### src/rtl/universal_shift_register_param.sv
// Parametrised universal shift register with rotate, arithmetic shift and burst mode.
// Optional parity output enabled by defining USR_PARITY_OUT_EN.
module universal_shift_register_param #(
   parameter int DATA_WIDTH  = 8,
   parameter int COUNT_WIDTH = 4
) (
   input  logic                   Clk_In,
   input  logic                   Reset_In,
   input  logic                   Enable_In,
   input  logic [2:0]             Operation_Select_In,
   input  logic [COUNT_WIDTH-1:0] Shift_Count_In,
   input  logic                   Burst_Direction_In,
   input  logic                   Serial_Left_Side_Data_In,
   input  logic                   Serial_Right_Side_Data_In,
   input  logic [DATA_WIDTH-1:0]  Parallel_Data_In,
   output logic                   Serial_Left_Side_Data_Out,
   output logic                   Serial_Right_Side_Data_Out,
   output logic [DATA_WIDTH-1:0]  Parallel_Data_Out,
   output logic                   Busy_Out,
   output logic                   Done_Out
`ifdef USR_PARITY_OUT_EN
   ,
   output logic                   Parity_Out
`endif
);

   localparam logic ST_IDLE = 1'b0;
   localparam logic ST_BUSY = 1'b1;

   localparam logic [2:0] OP_SHL   = 3'd1;
   localparam logic [2:0] OP_SHR   = 3'd2;
   localparam logic [2:0] OP_LOAD  = 3'd3;
   localparam logic [2:0] OP_ROL   = 3'd4;
   localparam logic [2:0] OP_ROR   = 3'd5;
   localparam logic [2:0] OP_ASR   = 3'd6;
   localparam logic [2:0] OP_BURST = 3'd7;

   logic [DATA_WIDTH-1:0]  reg_q, reg_d;
   logic [COUNT_WIDTH-1:0] count_q, count_d;
   logic                   dir_q, dir_d;
   logic                   state_q, state_d;
   logic                   done_q, done_d;

   always_comb begin
      reg_d   = reg_q;
      count_d = count_q;
      dir_d   = dir_q;
      state_d = state_q;
      done_d  = 1'b0;
      if (Enable_In) begin
         if (state_q == ST_BUSY) begin
            // Burst shifts take the live serial input of the entering side
            if (dir_q)
               reg_d = {Serial_Left_Side_Data_In, reg_q[DATA_WIDTH-1:1]};
            else
               reg_d = {reg_q[DATA_WIDTH-2:0], Serial_Right_Side_Data_In};
            count_d = count_q - COUNT_WIDTH'(1);
            if (count_q == COUNT_WIDTH'(1)) begin
               state_d = ST_IDLE;
               done_d  = 1'b1;
            end
         end else begin
            case (Operation_Select_In)
               OP_SHL:
                  reg_d = {reg_q[DATA_WIDTH-2:0], Serial_Right_Side_Data_In};
               OP_SHR:
                  reg_d = {Serial_Left_Side_Data_In, reg_q[DATA_WIDTH-1:1]};
               OP_LOAD:
                  reg_d = Parallel_Data_In;
               OP_ROL:
                  reg_d = {reg_q[DATA_WIDTH-2:0], reg_q[DATA_WIDTH-1]};
               OP_ROR:
                  reg_d = {reg_q[0], reg_q[DATA_WIDTH-1:1]};
               OP_ASR:
                  reg_d = {reg_q[DATA_WIDTH-1], reg_q[DATA_WIDTH-1:1]};
               OP_BURST: begin
                  count_d = Shift_Count_In;
                  dir_d   = Burst_Direction_In;
                  if (Shift_Count_In == '0)
                     done_d = 1'b1;
                  else
                     state_d = ST_BUSY;
               end
               default:
                  reg_d = reg_q;
            endcase
         end
      end
   end

   always_ff @(negedge Clk_In or posedge Reset_In) begin
      if (Reset_In) begin
         reg_q   <= '0;
         count_q <= '0;
         dir_q   <= 1'b0;
         state_q <= ST_IDLE;
         done_q  <= 1'b0;
      end else begin
         reg_q   <= reg_d;
         count_q <= count_d;
         dir_q   <= dir_d;
         state_q <= state_d;
         done_q  <= done_d;
      end
   end

   assign Parallel_Data_Out          = reg_q;
   assign Serial_Left_Side_Data_Out  = reg_q[DATA_WIDTH-1];
   assign Serial_Right_Side_Data_Out = reg_q[0];
   assign Busy_Out                   = (state_q == ST_BUSY);
   assign Done_Out                   = done_q;

`ifdef USR_PARITY_OUT_EN
   assign Parity_Out = ^reg_q;
`endif

endmodule
### config.mk
export PLATFORM = sky130hd
export DESIGN_NAME = universal_shift_register_param
export DESIGN_NICKNAME = d
export VERILOG_FILES = /design/src/rtl/universal_shift_register_param.sv
export SDC_FILE = /design/constraint.sdc
export NUM_CORES = 1
export LEC_CHECK = 0
export CORE_UTILIZATION = 39
export DETAILED_ROUTE_END_ITERATION = 6
export PLACE_DENSITY = 0.67
export SYNTH_ARGS = -nofsm -noshare
export SYNTH_HDL_FRONTEND = slang
export SYNTH_SLANG_ARGS = --single-unit
### constraint.sdc
create_clock -name Clk_In -period 2 [get_ports Clk_In]
set_input_delay 0.4 -clock Clk_In [delete_from_list [all_inputs] [get_ports Clk_In]]
set_output_delay 0.4 -clock Clk_In [all_outputs]
set_load 0.05 [all_outputs]
* Yosys cells after proc, flatten, opt, wreduce, memory -nomap -nowiden
Cells that the tools add are included.
** Operators by class
- Multiplexer cells :: 14
- Equal/unequal tests :: 9
- Reduce and logical (&&, ||, !) cells :: 8
- Add/subtract/negate cells :: 1
- Bitwise gates (word level) :: 1
** Operators with widths (count)
- $pmux W8 S6 :: 1
- $mux W8 :: 2
- $eq A3 B3 Y1 const B :: 4
- $mux W1 :: 9
- $mux W4 :: 2
- $reduce_bool A7 Y1 :: 1
- $eq A3 B2 Y1 const B :: 2
- $reduce_and A3 Y1 :: 2
- $reduce_bool A6 Y1 :: 1
- $eq A4 B1 Y1 const B :: 1
- $logic_not A4 Y1 :: 1
- $reduce_and A2 Y1 :: 2
- $sub A4 B1 Y4 const B :: 1
- $eq A3 B1 Y1 const B :: 1
- $ne A2 B2 Y1 const B :: 1
- $reduce_bool A2 Y1 :: 1
- $not A1 Y1 :: 1
** Storage, ports and cells
- Bits of input ports :: 21
- Register bits :: 15
- Output and inout port bits :: 12

* Depth between registers and ports, before layout
- Depth in word-level cells :: 5
- Mapped depth :: 6
- Mapped depth without buffers :: 5

==> flow_metrics.py <==
metrics = {
    "setup_path": {
        "crit_path_max_incr_delay_ps": 560,
        "endpoint_kind": "output port",
        "arrival_ps": 2040,
        "critical_path_peak_fanout": 4,
        "cp.required_ps": 1600,
        "cp_cell_sequence": "buf_12",
        "critPathKind": "flop to output port",
        "critical-path-top-delay-family": "flip-flops",
        "cp.buffers_inverters": 1,
        "critPathLaunchType": "flop",
        "slowest_stage": "dfrtn_1",
    },
    "synthesis": {
        "syn_avg_cell_area_um2": 8.85,
        "netlist.area_leader.share": 0.305,
        "syn_nets": 162,
        "ys_top_cells_by_area": "dfrtn_1, mux2i_1, a21oi_1",
        "yosys_warnings": 0,
        "synthMostInstantiatedCell": "a21oi_1",
        "synth_largest_area_cell": "dfrtn_1",
        "synthTopCellsByCount": "a21oi_1, mux2i_1, dfrtn_1",
        "seq_area_frac_synth": 0.305,
        "synthArstFlopShare": 1.00,
        "syn_area_um2": 1230,
        "synth_edf_count": 0,
        "synth_cell_types": 39,
        "ys_ff_latch": 15,
        "synth-main-ff-cell": "dfrtn_1",
        "syn_inst": 139,
    },
    "timing": {
        "slew_headroom": 0.696,
        "rsz0062_at_grt": "yes",
        "drv_slew": 0,
        "setup_ws_ps": -435,
        "hold_violations": 0,
        "worst_pin_slew_ps": 456,
        "final-setup-viol-count": 25,
        "hold_slack_ps": 538,
        "finClkSkew_ps": 2.91,
    },
    "route": {
        "wl_per_cell_um": 15.5,
        "drt_iter0_markers": 71,
        "drc": 0,
        "viasPerCell": 5.64,
        "routed_wl_mm": 3.94,
        "vias": 1432,
        "drt_first_pass_iters": 4,
        "ant_nets": 0,
    },
    "power": {
        "p_leak_nw": 1.03,
        "power_density_nw_per_um2": 1370,
        "ir_drop_uv": 848,
    },
    "final_layout": {
        "antenna_cells": 0,
        "multiInputGateArea_um2": 957,
        "nNetsFinal": 234,
        "syn2layout_area_growth_pct": 86.4,
        "drive_above_1_share": 0.481,
        "n_fill_cell": 216,
        "regArea_um2": 375,
    },
    "job": {
        "maxCapViolations": 0,
    },
    "cts": {
        "clock_latency_ps": 290,
        "clk_path_buf_depth": 2,
        "clkSinkCount": 15,
        "cts_buffers": 3,
        "tritoncts": "built",
        "root_buffer": "clkbuf_4",
        "cts.clk_slew.worst_paths_ps": 70,
        "h-tree-depth": 1,
    },
    "placed_design": {
        "place_hpwl_mm": 2.62,
        "preCtsSetupSlack_ps": -1060,
        "portBuffers": 32,
        "globalplace.congestion": 0.824,
    },
    "grt": {
        "grt_pass1_vias": 1463,
        "track_usage": 0.248,
        "antenna_found_initial": 0,
        "grt_max_degree": 34,
        "grt_overflow_total": 0,
        "grt_pass1_wl_mm": 6.49,
    },
    "floorplan": {
        "ios": 33,
        "initial_core_util": 0.406,
        "dieHeight_um": 58.2,
        "dieArea_um2": 3380,
        "rows": 20,
        "die_x_um": 58.2,
        "core-area_um2": 3030,
    },
    "outcome": {
        "status": "finished, violations left",
        "violations": "negative setup slack",
    },
    "min_path": {
        "hold_class": "flop to flop",
    },
}
cell usage in the layout, fill, tap and decap left out, types with 2 or more instances in the layout:
| cell type | count |
|---|---|
| buf_4 | 37 |
| o21ai_0 | 2 |
| a21oi_4 | 2 |
| nor2b_4 | 2 |
| clkbuf_4 | 3 |
| a22o_1 | 7 |
| a221oi_2 | 4 |
| dlygate4sd2_1 | 3 |
| dfrtn_1 | 15 |
| nor2_1 | 3 |
| clkdlybuf4s15_1 | 3 |
| inv_1 | 9 |
| a21oi_1 | 9 |
| mux2i_1 | 16 |
| nand2_1 | 8 |
| o211ai_4 | 2 |
| buf_8 | 3 |
| o311ai_1 | 2 |
| a211o_1 | 6 |
| a221oi_1 | 2 |
| clkdlybuf4s50_1 | 10 |
| buf_12 | 14 |
| o31ai_2 | 2 |
| ha_1 | 2 |
| a21oi_2 | 10 |
| buf_6 | 7 |
layer usage:
layer / vias up / share of wire / track usage
met5: - / 0 / 0
met4: 0 / 0.026 / 0.102
met3: 12 / 0.042 / 0.0268
met2: 44 / 0.51 / 0.433
met1: 698 / 0.42 / 0.310
li1: 678 / - / -
final cells by class:
| class | count | area share |
|---|---|---|
| multi-input combinational | 104 | 0.418 |
| clock buffer | 3 | 0.00983 |
| timing repair buffer | 78 | 0.368 |
| sequential | 15 | 0.164 |
| inverter | 9 | 0.0147 |
| tap | 44 | 0.0240 |
| clock inverter | 1 | 0.00218 |
registers in the layout, summed over array words and instances, names as in the netlist:
signal / count
Busy_Out: 1
count_q: 4
Parallel_Data_Out: 8
Done_Out: 1
dir_q: 1
cells by family after synthesis:
logic type,Yosys count,share of synthesized area
AOI/OAI and AO/OA,56,0.326
and+or+nand+nor,27,0.117
buffers and inverters,21,0.0834
muxes,18,0.149
DFF,15,0.305
adders and majority gates,2,0.0203
final timing paths:
| path | from | end | slack (ps) | cells after the start |
|---|---|---|---|---|
| max in group asynchronous | Reset_In | Parallel_Data_Out[4]$_DFFE_NP0P_ | 550 | 3 |
| setup reg to reg | Busy_Out$_DFFE_NP0P_ | Parallel_Data_Out[4]$_DFFE_NP0P_ | -20 | 6 |
| min in group asynchronous | Reset_In | Parallel_Data_Out[0]$_DFFE_NP0P_ | 1300 | 3 |
| hold / removal | count_q[2]$_DFFE_NP0P_ | count_q[2]$_DFFE_NP0P_ | 540 | 1 |
| setup / recovery | Parallel_Data_Out[0]$_DFFE_NP0P_ | Parallel_Data_Out[0] | -440 | 1 |
| hold reg to reg | count_q[2]$_DFFE_NP0P_ | count_q[2]$_DFFE_NP0P_ | 540 | 1 |
timing repair:
action | in CTS | in global routing
gates resized for setup | 58 | 14
setup buffers | 11 | 5
hold buffers | 0 | 0
pin swaps | 16 | 9
endpoints found under the setup margin | 27 | 27
gates cloned | 1 | 0
where the power goes:
part / switching [mW] / internal (mW) / total [mW] / leakage [nW]
Clock: 0.108 / 0.0744 / 0.182 / 0.0177
Combinational: 1.17 / 1.12 / 2.29 / 0.834
Sequential: 0.207 / 0.459 / 0.666 / 0.181
metrics by stage:
stage | setup TNS [ps] | instances | utilization | power, mW | cell area, um^2
after detailed placement | -14890 | 234 | 0.644 | 2.68 | 1950
final | -7380 | 254 | 0.757 | 3.14 | 2290
after floorplan | -7200 | 139 | - | 1.77 | 1300
after CTS | -7320 | 250 | 0.727 | 3.04 | 2200
after global routing | -8060 | 254 | 0.757 | 3.31 | 2290
after global placement | -14290 | 234 | 0.644 | 2.62 | 1950
No activity file was read; power rests on OpenSTA's default activity.
==> variant 1: new RTL, same flow settings <==
Make the reset (`Reset_In`) synchronous in one clocked block.
--- a/src/rtl/universal_shift_register_param.sv
+++ b/src/rtl/universal_shift_register_param.sv
@@ -88,7 +88,7 @@
       end
    end
 
-   always_ff @(negedge Clk_In or posedge Reset_In) begin
+   always_ff @(negedge Clk_In) begin
       if (Reset_In) begin
          reg_q   <= '0;
          count_q <= '0;
Check against the original RTL: differs if Reset_In is asserted again (counterexample within 4 cycles, from zero or initial values and one cycle with Reset_In high); with Reset_In held inactive, the same outputs for 10 cycles.
==> variant 1 against the original RTL <==
The run still ends with negative setup slack left. Setup slack improved by 0.15 ns. Count of clock-buffer cells in the layout did not move. Sequential cell count did not move. Routed wire length fell by 3.2%. Design area fell by 8.1%. Largest cell class unchanged. Synthesized area rose by 1.8%. Sequential share of layout area fell by 1.2 points. Cell count rose by 2.4%. Critical path type is now primary input to register. Critical path depth rose by 4.
Power is not compared: it rests on default switching activity, and its combinational part moved more than twofold at a synthesized area within 25%.
==> variant 1: results (changes against the original RTL) <==
clock slew seen by the registers of the worst setup and hold paths 0.03 ns (-0.04 ns); fill cell count 256 (+19%); CTS Buf Count 3 (unchanged); All-Layer GR Usage 22.9% (-1.9 points); post-DP HPWL 2720 microns (+3.8%); Final Setup Violations 25 (unchanged); Worst Reg-to-Reg Cells 5 (-1); Slew HR 77.0% (+7.4 points); largest net degree at the start of global routing 25 (-26%); GR Util met2 40.4% (-3.0 points); Clk Latency, worst-skew pair 0.35 ns (+0.06 ns); first-pass GRT wire length 6240 microns (-3.9%); Clock Path Buffers 2 (unchanged); Area contributors post-synth dfxtp_1 (24%), mux2i_1 (14%), nand3b_1 (4.8%); Setup Skew 0.0146 ns (+0.0117 ns); GRT met3 Usage 3.30% (+0.62 points); worst endpoint data arrival time 1.50 ns (-0.54 ns); drt pass-1 iters 4 (unchanged); top cells by count, synth mux2i_1 (17), dfxtp_1 (15); root buffer cell clkbuf_4; layout cells sized above 1 37.0% (-11 points); vias per cell 5.57 (-1.1%); Worst Hold Depth 2 (+1); failing checks negative setup slack; maximum vdd drop 0.000292 V; Pleak 0.888 nW; Mapped Avg Cell Area 8.29 sq um (-6.3%); final wirelength 3820 microns (-3.2%); CTS H-Tree Depth 1 (unchanged); DRT iter0 DRCs 46 (-35%); asr flop ratio synth 0% (-100 points); total number of vias 1449 (+1.2%); Worst Slack Setup Final -0.283 ns (+0.153 ns); Post-synth EDFFs 0 (unchanged); grt met1 use 28.5% (-2.5 points); Max FO, Critical Path 7 (+3); Inst Count DP 237 (+1.3%); Post-DRT Antenna Nets 0 (unchanged); syn_nets 174 (+7.4%); area share of the largest cell type after synthesis 24.0% (-6.5 points); yosys warns 0 (unchanged); RePlAce Congestion 0.829 (+0.64%); initial antenna violation count 0 (unchanged); max reg flops 8 (unchanged); number of port buffers 32 (unchanged); Top FF cell, synth dfxtp_1; Hold Crit Class register to register; register area share after synthesis 24.0% (-6.5 points); status complete, but fails checks; post-synthesis cell type count 41 (+5.1%)
[variant 1: final timing paths]
kind,slack (ns),start,endpoint
min reg2reg,0.52,count_q[1]$_SDFFE_NP0P_,count_q[1]$_SDFFE_NP0P_
max reg2reg,0.25,Busy_Out$_SDFFE_NP0P_,Parallel_Data_Out[0]$_SDFFE_NP0P_
max,-0.28,Operation_Select_In[1],Parallel_Data_Out[0]$_SDFFE_NP0P_
min,0.52,count_q[1]$_SDFFE_NP0P_,count_q[1]$_SDFFE_NP0P_
[variant 1: kinds of logic (layout without fill, tap and decap cells)]
kind of cell | count (synthesis) | in the layout | synth area share, %
AO/OA/AOI/OAI | 52 | 52 | 31.0
AND/OR/NAND/NOR | 40 | 40 | 18.3
buffers and inverters | 22 | 87 | 8.49
multiplexers | 20 | 20 | 16.3
flip-flops | 15 | 15 | 24.0
adder cells (fa/ha/maj) | 2 | 2 | 2.00
[variant 1: layout make-up]
type / instances / share of cell area, %
Inverter: 6 / 1.07
Tap cell: 44 / 2.61
Sequential cell: 15 / 15.2
Clock inverter: 16 / 2.85
Clock buffer: 3 / 1.07
Multi-Input combinational cell: 114 / 44.0
Timing Repair Buffer: 62 / 33.2
[variant 1: routing by layer]
metal / routed length [microns] / part of all wire, %
met3: 191 / 5.0
met2: 1930 / 51
met5: 0 / 0
met1: 1650 / 43
met4: 39 / 1.0
[variant 1: repair_timing]
item,4_1_cts,5_1_grt
setup buffers,3,2
endpoints found under the setup margin,27,27
gates resized for setup,47,12
pin swaps,10,6
[variant 1: where the power goes]
part	switching, mW	total, mW	internal, mW	leakage, nW
Sequential	0.0187	0.335	0.317	0.127
Clock	0.170	0.281	0.111	0.0990
Combinational	0.192	0.398	0.206	0.662
[variant 1: through the flow]
step | area [sq um] | total power [mW] | setup TNS [ns] | setup WS [ns]
after global placement | 1900 | 0.748 | -13.69 | -1.02
after global routing | 2110 | 1.10 | -6.06 | -0.306
final | 2110 | 1.01 | -5.38 | -0.283
after CTS | 2060 | 1.02 | -5.52 | -0.275
after floorplan | 1310 | 0.589 | -6.29 | -0.691
after detailed placement | 1900 | 0.756 | -14.35 | -1.07
[variant 1: worst max-delay path: stages]
cell      delay (ns)
buf_6           0.09
or4_4           0.53
o211ai_4        0.15
mux2i_1         0.25
a21oi_2         0.07
==> variant 2: new RTL, same settings <==
Without the edit above. Change the parameter `COUNT_WIDTH` from 4 to 6.
--- a/src/rtl/universal_shift_register_param.sv
+++ b/src/rtl/universal_shift_register_param.sv
@@ -2,7 +2,7 @@
 // Optional parity output enabled by defining USR_PARITY_OUT_EN.
 module universal_shift_register_param #(
    parameter int DATA_WIDTH  = 8,
-   parameter int COUNT_WIDTH = 4
+   parameter int COUNT_WIDTH = 6
 ) (
    input  logic                   Clk_In,
    input  logic                   Reset_In,
Ports: changed (resized Shift_Count_In); port bits go from 33 to 35. The function was not compared with the original's and may differ.
==> variant 2 against the original RTL <==
Setup slack gained 0.036 ns. Sequential cell count grew 2. Utilization shrank 4.1 points. Synthesized area grew 13%. Power grew 6.5%. Register-to-register slack gained 0.28 ns. Routed wire length grew 13%. The run still ends with negative setup slack left. Design area grew 5.9%.
==> variant 2: results (changes against the original RTL) <==
grt met1 use 29.9% (-1.2 points); length of routed wiring on met1 1830 microns (+10%); CTS Buf Count 3 (unchanged); wire per inst 16.7 microns (+7.4%); met2 wire len 2320 microns (+15%); met3 routed WL 208 microns (+27%); worst endpoint data arrival time 2.00 ns (-0.04 ns); vias in the first global route 1470 (+0.48%); Area contributors post-synth dfrtn_1 (31%), mux2i_1 (7.2%), o2bb2ai_1 (6.3%); vias per cell 5.81 (+3.0%); area grow syn2layout 74.3%; Final Setup Violations 29 (+16%); first-pass GRT wire length 6710 microns (+3.3%); placed cell areas 0.00211 sq mm (+8.4%); Max FO, Critical Path 3 (-1); Largest delay share family, worst path flip-flops; mux contribution to synthesized area 14.5% (-0.39 points); fill cell count 244 (+13%); All-Layer GR Usage 23.8% (-0.98 points); GRT met3 Usage 3.93% (+1.3 points); post-layout net count 248 (+6.0%); number of port buffers 34 (+6.3%); Synth Area in Adders 1.80% (-0.24 points); post-synthesis cell type count 41 (+5.1%); CP peak stage delay 0.54 ns (-0.02 ns); Pleak 1.01 nW (-2.0%); RePlAce Congestion 0.830 (+0.81%); layout cells sized above 1 50.5% (+2.4 points); GR Util met2 40.7% (-2.6 points); Inst Count DP 257 (+9.8%); hold slack 0.575 ns (+0.0370 ns); syn_nets 186 (+15%); Worst R2R Setup Slack 0.26 ns (+0.28 ns); DRT iter0 DRCs 67 (-5.6%); Worst Slack Setup Final -0.399 ns (+0.0363 ns); Worst-Margin Slew 0.466 ns (+0.0103 ns); drt pass-1 iters 4 (unchanged); Max-cap violations 0 (unchanged); Setup Skew 0.00111 ns (-0.00180 ns); yosys warns 0 (unchanged); post-DP HPWL 2990 microns (+14%); final wirelength 4470 microns (+13%); setup TNS -6.76 ns (+0.619 ns); status complete, but fails checks; largest net degree at the start of global routing 26 (-24%); Mapped Avg Cell Area 8.65 sq um (-2.2%); maximum vdd drop 0.000746 V (-12%); switch share 47.4% (about the same); failing checks negative setup slack; Compound-Gate Fraction of Synth Area 28.2% (-4.3 points); Post-Place Setup Slack -1.18 ns (-0.117 ns); top cells by count, synth dfrtn_1 (17), a21oi_1 (16), o21ai_0 (12); register area share after synthesis 30.5% (about the same); clock slew seen by the registers of the worst setup and hold paths 0.07 ns (about the same)
-- variant 2: changes by cell type in the layout (fill, tap and decap cells not counted), sizes merged, moves of 6 or more --
cell and change:
a22o -7, o21ai +8, a211o -6, a221oi -6, o2bb2ai +10, mux2i -6
-- variant 2: path summary, 6_finish.rpt --
path | start | cells after the start | to
worst max-delay path | Parallel_Data_Out[7]$_DFFE_NP0P_ | 1 | Parallel_Data_Out[7]
worst min-delay path | count_q[4]$_DFFE_NP0P_ | 1 | count_q[4]$_DFFE_NP0P_
worst max register to register | Busy_Out$_DFFE_NP0P_ | 5 | Parallel_Data_Out[5]$_DFFE_NP0P_
worst min register to register | count_q[4]$_DFFE_NP0P_ | 1 | count_q[4]$_DFFE_NP0P_
max in group asynchronous | Reset_In | 3 | count_q[0]$_DFFE_NP0P_
min in group asynchronous | Reset_In | 3 | Done_Out$_DFF_NP0_
-- variant 2: cell type report --
type                    instances  share of cell area, %
repair buffers                 72                   33.5
well taps                      46                   2.37
clock buffers                   4                   1.08
flip-flops and latches         17                   17.5
inverters                       7                   1.08
multi-input cells             122                   44.4
-- variant 2: power by group through the flow --
stage | clock, mW | combinational [mW] | sequential [mW]
2_1_floorplan | 0 | 0.908 | 1.03
3_3_place_gp | 0 | 2.05 | 0.752
3_5_place_dp | 0 | 2.09 | 0.753
4_1_cts | 0.197 | 2.21 | 0.755
5_1_grt | 0.205 | 2.53 | 0.791
6_report | 0.190 | 2.39 | 0.765
-- variant 2: logic make-up after synthesis --
logic type,count (synthesis)
simple gates,44
mux,17
buf+inv,22
flops,17
compound gates,59
fa+ha+maj,2
-- variant 2: repair_timing --
item | 4_1_cts | 5_1_grt
setup endpoints to repair | 29 | 29
resized for setup | 82 | 26
pin swaps | 25 | 19
setup buffers | 4 | 3
gates cloned | 0 | 0
